File: config.mk
export PLATFORM = sky130hd
export DESIGN_NAME = multilane_serializer
export DESIGN_NICKNAME = d
export VERILOG_FILES = /design/src/rtl/multilane_serializer.sv
export SDC_FILE = /design/constraint.sdc
export NUM_CORES = 1
export LEC_CHECK = 0
export BUFFER_PORTS_ARGS = -buffer_cell sky130_fd_sc_hd__clkbuf_2
export CAP_MARGIN = 10
export CORE_MARGIN = 5
export CORE_UTILIZATION = 55
export CTS_CLUSTER_SIZE = 40
export DETAILED_ROUTE_END_ITERATION = 10
export GPL_TIMING_DRIVEN = 0
export PLACE_DENSITY_LB_ADDON = 0.25
export SKIP_CTS_REPAIR_TIMING = 1
export SLEW_MARGIN = 20
export SYNTH_ARGS = -nofsm -noshare
export SYNTH_HDL_FRONTEND = slang
export SYNTH_SLANG_ARGS = --single-unit
export TNS_END_PERCENT = 50
File: constraint.sdc
create_clock -name clk_i -period 2.15 [get_ports clk_i]
set_input_delay 0.43 -clock clk_i [delete_from_list [all_inputs] [get_ports clk_i]]
set_output_delay 0.43 -clock clk_i [all_outputs]
set_load 0.05 [all_outputs]
File: src/rtl/multilane_serializer.sv
//------------------------------------------------------------------------------
// Module   : multilane_serializer
// Function : Parallel-to-multilane serializer, MSB/LSB-first per word, with a
//            one-entry holding register for gap-free back-to-back streaming.
// Revision : 1.0
//------------------------------------------------------------------------------
`default_nettype none

module multilane_serializer #(
    parameter int DATA_BUS_WIDTH = 16,
    parameter int DATA_MOD_WIDTH = 4,
    parameter int LANES          = 1,
    parameter int MIN_LEN        = 3
) (
    input  logic                       clk_i,
    input  logic                       srst_i,
    input  logic [DATA_BUS_WIDTH-1:0]  data_i,
    input  logic [DATA_MOD_WIDTH-1:0]  data_mod_i,
    input  logic                       data_lsb_first_i,
    input  logic                       data_val_i,
    output logic                       data_rdy_o,
    output logic [LANES-1:0]           ser_data_o,
    output logic [$clog2(LANES):0]     ser_lanes_o,
    output logic                       ser_data_val_o,
    output logic                       ser_last_o,
    output logic                       busy_o
);

    localparam int W    = DATA_BUS_WIDTH;
    localparam int LW   = $clog2(LANES) + 1;
    localparam int LENW = DATA_MOD_WIDTH + 1;
    localparam int LSH  = $clog2(LANES);

    localparam logic [LENW-1:0] c_W_LEN   = LENW'(W);
    localparam logic [LENW-1:0] c_MIN_LEN = LENW'(MIN_LEN);
    localparam logic [LENW-1:0] c_ONE     = LENW'(1);
    localparam logic [LW-1:0]   c_LANES   = LW'(LANES);

    typedef enum logic [0:0] {
        S_IDLE  = 1'b0,
        S_SHIFT = 1'b1
    } state_t;

    state_t            state_q, state_d;
    logic [W-1:0]      sh_q, sh_d;
    logic [LENW-1:0]   cnt_q, cnt_d;
    logic [LW-1:0]     k_q, k_d;
    logic [W-1:0]      hold_word_q, hold_word_d;
    logic [LENW-1:0]   hold_len_q, hold_len_d;
    logic              hold_full_q, hold_full_d;
    logic              rdy_q, rdy_d;
    logic              busy_q, busy_d;
    logic [LANES-1:0]  ser_data_q, ser_data_d;
    logic [LW-1:0]     lanes_q, lanes_d;
    logic              val_q, val_d;
    logic              last_q, last_d;

    function automatic logic [W-1:0] reverse_bits(input logic [W-1:0] d);
        logic [W-1:0] r;
        for (int i = 0; i < W; i++) r[i] = d[W-1-i];
        return r;
    endfunction

    // Selects the top k lanes of a beat; k == LANES keeps all of them.
    function automatic logic [LANES-1:0] top_mask(input logic [LW-1:0] k);
        logic [LANES-1:0] ones;
        ones = '1;
        return ~(ones >> k);
    endfunction

    logic             accept;
    logic [LENW-1:0]  in_len;
    logic             in_take;
    logic [W-1:0]     in_word;
    logic             shifter_free;
    logic [W-1:0]     ld_word;
    logic [LENW-1:0]  ld_len;
    logic [LENW-1:0]  ld_m1;
    logic [LW-1:0]    ld_k;
    logic             ld_single;
    logic             next_last;

    // Words are stored bit-reversed when LSB-first so the shifter always drains from the top.
    assign accept       = data_val_i & rdy_q;
    assign in_len       = (data_mod_i == '0) ? c_W_LEN : {1'b0, data_mod_i};
    assign in_take      = accept & (in_len >= c_MIN_LEN);
    assign in_word      = data_lsb_first_i ? reverse_bits(data_i) : data_i;
    assign shifter_free = (state_q == S_IDLE) || (cnt_q == '0);
    assign ld_word      = hold_full_q ? hold_word_q : in_word;
    assign ld_len       = hold_full_q ? hold_len_q  : in_len;
    assign ld_m1        = (ld_len - c_ONE) >> LSH;
    assign ld_k         = LW'(ld_len - (ld_m1 << LSH));
    assign ld_single    = (ld_m1 == '0);
    assign next_last    = (cnt_q == c_ONE);

    always_comb begin
        state_d     = state_q;
        sh_d        = sh_q;
        cnt_d       = cnt_q;
        k_d         = k_q;
        hold_word_d = hold_word_q;
        hold_len_d  = hold_len_q;
        hold_full_d = hold_full_q;
        ser_data_d  = '0;
        lanes_d     = '0;
        val_d       = 1'b0;
        last_d      = 1'b0;

        if (shifter_free) begin
            if (hold_full_q || in_take) begin
                state_d     = S_SHIFT;
                sh_d        = ld_word << LANES;
                cnt_d       = ld_m1;
                k_d         = ld_k;
                hold_full_d = 1'b0;
                ser_data_d  = ld_word[W-1 -: LANES] & (ld_single ? top_mask(ld_k) : '1);
                lanes_d     = ld_single ? ld_k : c_LANES;
                val_d       = 1'b1;
                last_d      = ld_single;
            end else begin
                state_d = S_IDLE;
            end
        end else begin
            sh_d       = sh_q << LANES;
            cnt_d      = cnt_q - c_ONE;
            ser_data_d = sh_q[W-1 -: LANES] & (next_last ? top_mask(k_q) : '1);
            lanes_d    = next_last ? k_q : c_LANES;
            val_d      = 1'b1;
            last_d     = next_last;
            if (in_take) begin
                hold_word_d = in_word;
                hold_len_d  = in_len;
                hold_full_d = 1'b1;
            end
        end

        rdy_d  = ~hold_full_d;
        busy_d = (state_d == S_SHIFT) | hold_full_d;
    end

    always_ff @(posedge clk_i) begin
        if (srst_i) begin
            state_q     <= S_IDLE;
            sh_q        <= '0;
            cnt_q       <= '0;
            k_q         <= '0;
            hold_word_q <= '0;
            hold_len_q  <= '0;
            hold_full_q <= 1'b0;
            rdy_q       <= 1'b1;
            busy_q      <= 1'b0;
            ser_data_q  <= '0;
            lanes_q     <= '0;
            val_q       <= 1'b0;
            last_q      <= 1'b0;
        end else begin
            state_q     <= state_d;
            sh_q        <= sh_d;
            cnt_q       <= cnt_d;
            k_q         <= k_d;
            hold_word_q <= hold_word_d;
            hold_len_q  <= hold_len_d;
            hold_full_q <= hold_full_d;
            rdy_q       <= rdy_d;
            busy_q      <= busy_d;
            ser_data_q  <= ser_data_d;
            lanes_q     <= lanes_d;
            val_q       <= val_d;
            last_q      <= last_d;
        end
    end

    assign data_rdy_o     = rdy_q;
    assign ser_data_o     = ser_data_q;
    assign ser_lanes_o    = lanes_q;
    assign ser_data_val_o = val_q;
    assign ser_last_o     = last_q;
    assign busy_o         = busy_q;

endmodule

`default_nettype wire
* Word level (Yosys, flattened, before mapping) *
Index checks and enable logic that the tools add are counted.
W data, S select, Z words.

cells by class
  add/subtract/negate cells = 3
  shift operators = 2
  $lt $le $gt $ge = 1
  reduce and logical (&&, ||, !) cells = 7
  mux-type cells = 24
  bitwise operators = 10
  equality and inequality tests = 2

operators with widths
  operator               number
  $mux W16               4
  $mux W5                4
  $mux W1                16
  $logic_not A5 Y1       2
  $sub A5 B1 Y5 const B  2
  $eq A5 B1 Y1 const B   1
  $ge A5 B2 Y1 const B   1
  $not A1 Y1             5
  $and A1 B1 Y1          4
  $logic_not A4 Y1       1
  $reduce_and A2 Y1      2
  $logic_or A1 B1 Y1     2
  $ne A2 B1 Y1 const B   1
  $shr A1 B1 Y1 const A  2
  $or A1 B1 Y1           1
  $sub A1 B1 Y1          1

word-level totals
  flip-flop bits (word level) = 50
  logic and storage cells = 62
  bits of input ports = 24
  output and inout bits = 6

* Logic depth before layout (Yosys ltp) *
Gate-level depths: netlist of the first run.

  depth in word-level cells = 11
  gate-level depth with buffers = 8

* Worst setup path after synthesis of the first run *
Ideal clock, no wire load.

  path kind = flip-flop to flip-flop
  start = register hold_full_q
  end = register cnt_q[2]
  clock period less this slack = 2.012 ns
  library setup time = 0.095 ns
  cell stages (with the launch flop) = 9
  slack = 0.138 ns
  arrival time = 1.917 ns
  buffers on the path = 3
  cell sequence = dfxtp_1 > buf_2 > buf_2 > clkbuf_1 > mux2i_1 > ha_1 > xor2_1 > or4_1 > o311ai_1

between the ends
  word-level cells in the longest chain between the ends = 4
  elaborated cells on any way between the ends = 6
  classes of those cells = 1 x add/sub; 1 x eq/ne; 3 x mux; 1 x reduce/logical

ends and longest elaborated chain
  what                    RTL line  source
  from (decl)             50        logic hold_full_q, hold_full_d;
  from (signal assigned)  163       hold_full_q <= hold_full_d;
  $mux W5                 90        assign ld_len = hold_full_q ? hold_len_q : in_len;
  $sub A5 B1 Y5           91        assign ld_m1 = (ld_len - c_ONE) >> LSH;
  $mux W5                 110       if (hold_full_q || in_take) begin
  $mux W5                 109       if (shifter_free) begin
  to (signal assigned)    159       cnt_q <= cnt_d;
  to (decl)               46        logic [LENW-1:0] cnt_q, cnt_d;

Several ways; a longest one is shown, not always the timed one. The select of a mux whose other input is x is not followed.
A chain may end at the register's enable or synchronous reset.

* Worst setup path after layout of the first run *
Ends and elaborated chain as after synthesis.

==> results of run 1 <==
state kept, by name, indices dropped and copies added (netlist names):
register / cells
busy_o: 1
cnt_q: 5
data_rdy_o: 1
hold_full_q: 1
hold_len_q: 5
hold_word_q: 16
k_q: 1
ser_data_o: 1
ser_data_val_o: 1
ser_lanes_o: 1
ser_last_o: 1
sh_q: 15
state_q: 1
kinds of logic after synthesis:
family          count (synthesis)  synth area share
simple gates                   94            0.1636
compound gates                 59            0.1942
flops                          50            0.3826
mux                            40            0.1559
buf+inv                        37           0.06839
xor+xnor                        4           0.01626
fa+ha+maj                       4           0.01913
final cells by class:
class	count	share of cell area
clock inverters	2	0.004234
plain buffers	22	0.04615
flip-flops and latches	50	0.3387
inverters	15	0.01905
well taps	54	0.02286
clock buffers	6	0.02794
multi-input cells	201	0.4911
repair buffers	29	0.04996
tightest hold or removal path, stage by stage:
cell and delay [ns]:
clkbuf_2 0.10, or4_1 0.11, o31ai_1 0.06
metal layers:
metal / wire [um] / GRT usage
met5: 0 / 0
met4: 78 / 0.06357
met3: 257 / 0.03855
met2: 2765 / 0.3325
met1: 2842 / 0.2757
cell usage after synthesis, types with 4 or more instances:
cell	count	area share
a211oi_2	10	0.048
a21oi_1	9	0.017
a311oi_1	14	0.047
buf_2	8	0.015
buf_4	6	0.017
clkbuf_1	7	0.010
dfxtp_1	50	0.38
ha_1	4	0.019
inv_1	14	0.020
mux2_2	6	0.026
mux2i_1	34	0.13
nand2_1	30	0.043
nand2b_1	7	0.017
nand3_1	5	0.0096
nor2_1	38	0.055
nor3_1	5	0.0096
o211ai_1	7	0.020
worst max-delay path by stage:
stage | cells past startpoint | from | end | slack, ns
finish | 8 | hold_full_q | cnt_q[2] | 0.16
global route | 8 | hold_full_q | cnt_q[2] | 0.02
CTS | 8 | hold_full_q | cnt_q[2] | -0.24
detailed placement | 8 | hold_full_q | cnt_q[2] | -0.19
global placement | 8 | hold_full_q | cnt_q[2] | -0.19
floorplan | 8 | hold_full_q | cnt_q[2] | 0.14
metrics by stage:
| step | hold slack [ns] | instances | setup TNS (ns) | util | area [um^2] |
|---|---|---|---|---|---|
| 6_report | 0.4331 | 379 | 0 | 0.6341 | 2955 |
| 5_1_grt | 0.4418 | 379 | 0 | 0.6341 | 2955 |
| 4_1_cts | 0.4284 | 378 | -0.5028 | 0.6263 | 2919 |
| 3_5_place_dp | 0.4739 | 370 | -0.3118 | 0.6059 | 2824 |
| 3_3_place_gp | 0.4637 | 370 | -0.3757 | 0.6059 | 2824 |
| 2_1_floorplan | 0.4511 | 288 | 0 | - | 2616 |
cell usage in the layout, fill, tap and decap left out, types with 2 or more instances in the layout:
| cell type | netlist | routed |
|---|---|---|
| nand4_1 | 2 | 2 |
| dfxtp_1 | 50 | 50 |
| o31a_1 | 2 | 2 |
| o31ai_1 | 3 | 3 |
| a211oi_2 | 10 | 10 |
| buf_6 | 1 | 3 |
| nand2_1 | 30 | 30 |
| a311oi_1 | 14 | 14 |
| clkbuf_8 | 0 | 6 |
| nand3_1 | 5 | 5 |
| nand2b_1 | 7 | 7 |
| xnor2_1 | 2 | 2 |
| mux2_2 | 6 | 6 |
| nor2_1 | 38 | 38 |
| inv_1 | 14 | 14 |
| clkbuf_1 | 7 | 6 |
| nor3_1 | 5 | 5 |
| buf_4 | 6 | 7 |
| mux2i_1 | 34 | 33 |
| a31oi_1 | 3 | 3 |
| o211ai_1 | 7 | 7 |
| clkbuf_2 | 0 | 28 |
| or4_1 | 3 | 3 |
| buf_2 | 8 | 7 |
| o21ai_0 | 3 | 3 |
| ha_1 | 4 | 3 |
| a21oi_1 | 9 | 9 |
power by group through the flow:
| stage | registers (mW) | logic, mW | clock network, mW |
|---|---|---|---|
| after floorplan | 1.15 | 0.443 | 0 |
| after global placement | 1.12 | 0.612 | 0 |
| after detailed placement | 1.12 | 0.621 | 0 |
| after CTS | 1.10 | 0.625 | 0.587 |
| after global routing | 1.12 | 0.703 | 0.636 |
| final | 1.10 | 0.638 | 0.574 |
==> impl_metrics.env, run 1 <==
export IMPL_r2r_end="cnt_q[2]"
export IMPL_crit_chain="buf_2 > buf_6 > buf_6 > mux2i_4 > ha_1 > xor2_1 > or4_1 > o311ai_1"
export IMPL_max_slew_margin_rel=0.5285
export IMPL_cp_required_ns=2.37
export IMPL_die_area_um2=6236
export IMPL_power_frac_seq=0.477
export IMPL_ys_warn_count=0
export IMPL_synth_cell_types=40
export IMPL_hold_depth=3
export IMPL_viasPerCell=5.741
export IMPL_num_rows=25
export IMPL_critical_path_slowest_cell="or4_1"
export IMPL_die_w_um=78.97
export IMPL_drive_above_1_share=0.2369
export IMPL_grt_use_total=0.2050
export IMPL_cp_start_kind="flip-flop"
export IMPL_synth_async_reset_ratio=0
export IMPL_grt_max_degree=16
export IMPL_period_needed_ns=1.988
export IMPL_htree_levels=2
export IMPL_drt_iter0_drc=162
export IMPL_ioPinCount=30
export IMPL_p_sw_frac=0.3303
export IMPL_dpl_hpwl_um=4271
export IMPL_syn_area_um2=2616
export IMPL_core_area_um2=4661
export IMPL_syn2layout_area_growth_pct=12.96
export IMPL_wl_per_cell_um=15.68
export IMPL_synth_edf_count=0
export IMPL_clk_latency_ns=0.31
export IMPL_place_congestion=0.7990
export IMPL_min_to="ser_last_o"
export IMPL_timing_final_crit_share=0.9245
export IMPL_crit_type="flip-flop to flip-flop"
export IMPL_cts_inserted_buffers=5
export IMPL_overflow=0
export IMPL_crit_arrival_ns=2.21
export IMPL_rsz0062_at_grt="false"
export IMPL_nets=352
export IMPL_dr_pass1_iters=5
export IMPL_cp_end_kind="flip-flop"
export IMPL_nFillCells=393
export IMPL_initial_utilization=0.5613
export IMPL_cts_sinks=50
export IMPL_antenna_found_initial=0
export IMPL_drv_slew=0
export IMPL_syn_area_per_cell_um2=9.084
export IMPL_r2r_start="hold_full_q"
export IMPL_power_mw=2.316
export IMPL_fin_worst_skew_ns=0.004601
export IMPL_p_comb_frac=0.275
export IMPL_grt_first_pass_wirelength_um=10180
export IMPL_path_common_cell="buf_6"
export IMPL_reg2reg_depth=8
export IMPL_grt_pass1_vias=2150
export IMPL_cp_top_family="buffers and inverters"
export IMPL_num_vias=2176
export IMPL_power_internal_mw=1.551
export IMPL_worstPathMaxFanout=10
export IMPL_setup_ws_ns=0.1623
export IMPL_max_clock_path_buffers=2
export IMPL_worstHoldStart="srst_i"
export IMPL_register_area_um2=1001
export IMPL_maxCapViolCount=0
export IMPL_root_buffer="clkbuf_8"
export IMPL_multi_input_area_um2=1451
export IMPL_max_slew_worst_pin_slew_ns=0.7072
export IMPL_synth_seq_area_share=0.3826
export IMPL_ff2ff_setup_slack_ns=0.16
export IMPL_drc=0
export IMPL_cts_tree="yes"
export IMPL_slowest_delay_ns=0.42
export IMPL_status="finished clean"
export IMPL_ys_ff_latch=50
export IMPL_p_leak_nw=1.126
export IMPL_syn_inst=288
export IMPL_finalSetupViolCount=0
export IMPL_critPathBufInv=3
export IMPL_p_switching_mw=0.7649
export IMPL_totalWireLength_um=5943
export IMPL_dp_slack_ns=-0.1854
export IMPL_max_freq_ghz=0.5031
export IMPL_path_clk_slew_ns=0.09
export IMPL_dieHeight_um=78.97
export IMPL_powerDensity_nw_per_um2=783.5
export IMPL_io_buffers=28
export IMPL_synth_flop_cell="dfxtp_1"
export IMPL_p_clk_frac=0.248
export IMPL_syn_num_nets=316
export IMPL_drtAntennaViolNets=0
export IMPL_vdd_ir_drop_max_mv=0.4135
export IMPL_finalHoldViolCount=0
export IMPL_diodes=0
export IMPL_hold_path_class="input pin to flip-flop"
No activity file was read; power rests on OpenSTA's default activity.
==> run 2, diff against run 1 <==
--- a/config.mk
+++ b/config.mk
@@ -5,12 +5,12 @@
 export SDC_FILE = /design/constraint.sdc
 export NUM_CORES = 1
 export LEC_CHECK = 0
-export BUFFER_PORTS_ARGS = -buffer_cell sky130_fd_sc_hd__clkbuf_2
 export CAP_MARGIN = 10
 export CORE_MARGIN = 5
 export CORE_UTILIZATION = 55
 export CTS_CLUSTER_SIZE = 40
 export DETAILED_ROUTE_END_ITERATION = 10
+export DONT_BUFFER_PORTS = 1
 export GPL_TIMING_DRIVEN = 0
 export PLACE_DENSITY_LB_ADDON = 0.25
 export SKIP_CTS_REPAIR_TIMING = 1
==> impl_metrics.env, run 2 (synthesized netlist as in run 1, its figures left out) <==
export IMPL_dpl_hpwl_um=4192
export IMPL_power_internal_mw=1.491
export IMPL_power_mw=2.215
export IMPL_cts_tree="yes"
export IMPL_viasPerCell=5.888
export IMPL_timing_final_crit_share=0.9351
export IMPL_p_sw_frac=0.3271
export IMPL_dr_pass1_iters=4
export IMPL_die_area_um2=6236
export IMPL_largest_register_ffs=16
export IMPL_regMostFlops="hold_word_q"
export IMPL_finalSetupViolCount=0
export IMPL_p_switching_mw=0.7247
export IMPL_core_area_um2=4661
export IMPL_worstHoldStart="data_mod_i[0]"
export IMPL_min_to="hold_len_q[0]"
export IMPL_power_frac_seq=0.516
export IMPL_path_clk_slew_ns=0.09
export IMPL_drt_iter0_drc=232
export IMPL_syn2layout_area_growth_pct=6.026
export IMPL_p_comb_frac=0.248
export IMPL_overflow=0
export IMPL_num_vias=2055
export IMPL_dieHeight_um=78.97
export IMPL_max_freq_ghz=0.4974
export IMPL_grt_max_degree=14
export IMPL_final_cell_mix="dfxtp_1, nor2_1, mux2i_1"
export IMPL_reg_largest_list="hold_word_q (16), sh_q (15)"
export IMPL_period_needed_ns=2.010
export IMPL_initial_utilization=0.5613
export IMPL_ff2ff_setup_slack_ns=0.14
export IMPL_r2r_start="hold_full_q"
export IMPL_cts_inserted_buffers=5
export IMPL_root_buffer="clkbuf_8"
export IMPL_finalHoldWorstSlack_ns=0.2931
export IMPL_final_common_cell="dfxtp_1"
export IMPL_max_slew_margin_rel=0.5439
export IMPL_finalHoldViolCount=0
export IMPL_ioPinCount=30
export IMPL_status="finished clean"
export IMPL_diodes=0
export IMPL_maxCapViolCount=0
export IMPL_r2r_end="cnt_q[2]"
export IMPL_register_area_um2=1001
export IMPL_vdd_ir_drop_max_mv=0.3828
export IMPL_cp_end_kind="flip-flop"
export IMPL_fin_worst_skew_ns=0.007087
export IMPL_nets=323
export IMPL_drv_slew=0
export IMPL_hold_path_class="input pin to flip-flop"
export IMPL_num_rows=25
export IMPL_totalWireLength_um=5602
export IMPL_drive_above_1_share=0.1492
export IMPL_io_buffers=0
export IMPL_cts_sinks=50
export IMPL_htree_levels=2
export IMPL_crit_arrival_ns=2.22
export IMPL_drc=0
export IMPL_p_leak_nw=0.9944
export IMPL_grt_use_total=0.1889
export IMPL_cp_required_ns=2.36
export IMPL_clk_latency_ns=0.30
export IMPL_fin_setup_tns_ns=0
export IMPL_powerDensity_nw_per_um2=798.7
export IMPL_multi_input_area_um2=1440
export IMPL_antenna_found_initial=0
export IMPL_reg2reg_depth=8
export IMPL_worstPathMaxFanout=10
export IMPL_cp_start_kind="flip-flop"
export IMPL_drtAntennaViolNets=0
export IMPL_wl_per_cell_um=16.05
export IMPL_crit_type="flip-flop to flip-flop"
export IMPL_hold_depth=2
export IMPL_setup_ws_ns=0.1396
export IMPL_max_clock_path_buffers=2
export IMPL_place_congestion=0.8057
export IMPL_grt_pass1_vias=1976
export IMPL_nFillCells=397
export IMPL_p_clk_frac=0.236
export IMPL_grt_first_pass_wirelength_um=9404
export IMPL_max_slew_worst_pin_slew_ns=0.6842
export IMPL_dp_slack_ns=-0.1736
export IMPL_die_w_um=78.97
[run 2: layer usage]
metal	up-vias	GRT usage	part of all wire
li1	1045	-	-
met2	33	0.2887	0.45
met3	2	0.04082	0.039
met5	-	0	0
met4	0	0.05842	0.0070
met1	975	0.2657	0.50
[run 2: worst max-delay path by stage]
stage | start | end | slack, ns
floorplan | hold_full_q | cnt_q[2] | 0.14
global placement | hold_full_q | cnt_q[2] | -0.18
detailed placement | hold_full_q | cnt_q[2] | -0.17
CTS | hold_full_q | cnt_q[2] | -0.21
global route | hold_full_q | cnt_q[2] | -0.002
finish | hold_full_q | cnt_q[2] | 0.14
[run 2: power groups by stage]
stage | registers (mW) | clock network (mW) | logic, mW
floorplan | 1.15 | 0 | 0.443
detailed placement | 1.16 | 0 | 0.546
finish | 1.14 | 0.523 | 0.550
global route | 1.16 | 0.570 | 0.611
CTS | 1.14 | 0.525 | 0.548
global placement | 1.16 | 0 | 0.536
[run 2: area by class of cell]
class	instances	share of cell area
inverters	15	0.02030
clock buffers	7	0.02751
well taps	54	0.02436
flip-flops and latches	50	0.3608
plain buffers	22	0.04781
multi-input cells	201	0.5192
[run 2: critical path: stages (launching register included)]
cell	delay, ns
dfxtp_1	0.32
buf_2	0.18
buf_6	0.17
clkbuf_4	0.21
mux2i_2	0.26
ha_1	0.21
xor2_1	0.09
or4_1	0.41
o311ai_1	0.08
[run 2: through the flow]
stage | cell area, um^2 | utilization | std cells
after floorplan | 2616 | - | 288
after global placement | 2684 | 0.5758 | 342
after detailed placement | 2684 | 0.5758 | 342
after CTS | 2760 | 0.5922 | 349
after global routing | 2774 | 0.5952 | 349
final | 2774 | 0.5952 | 349
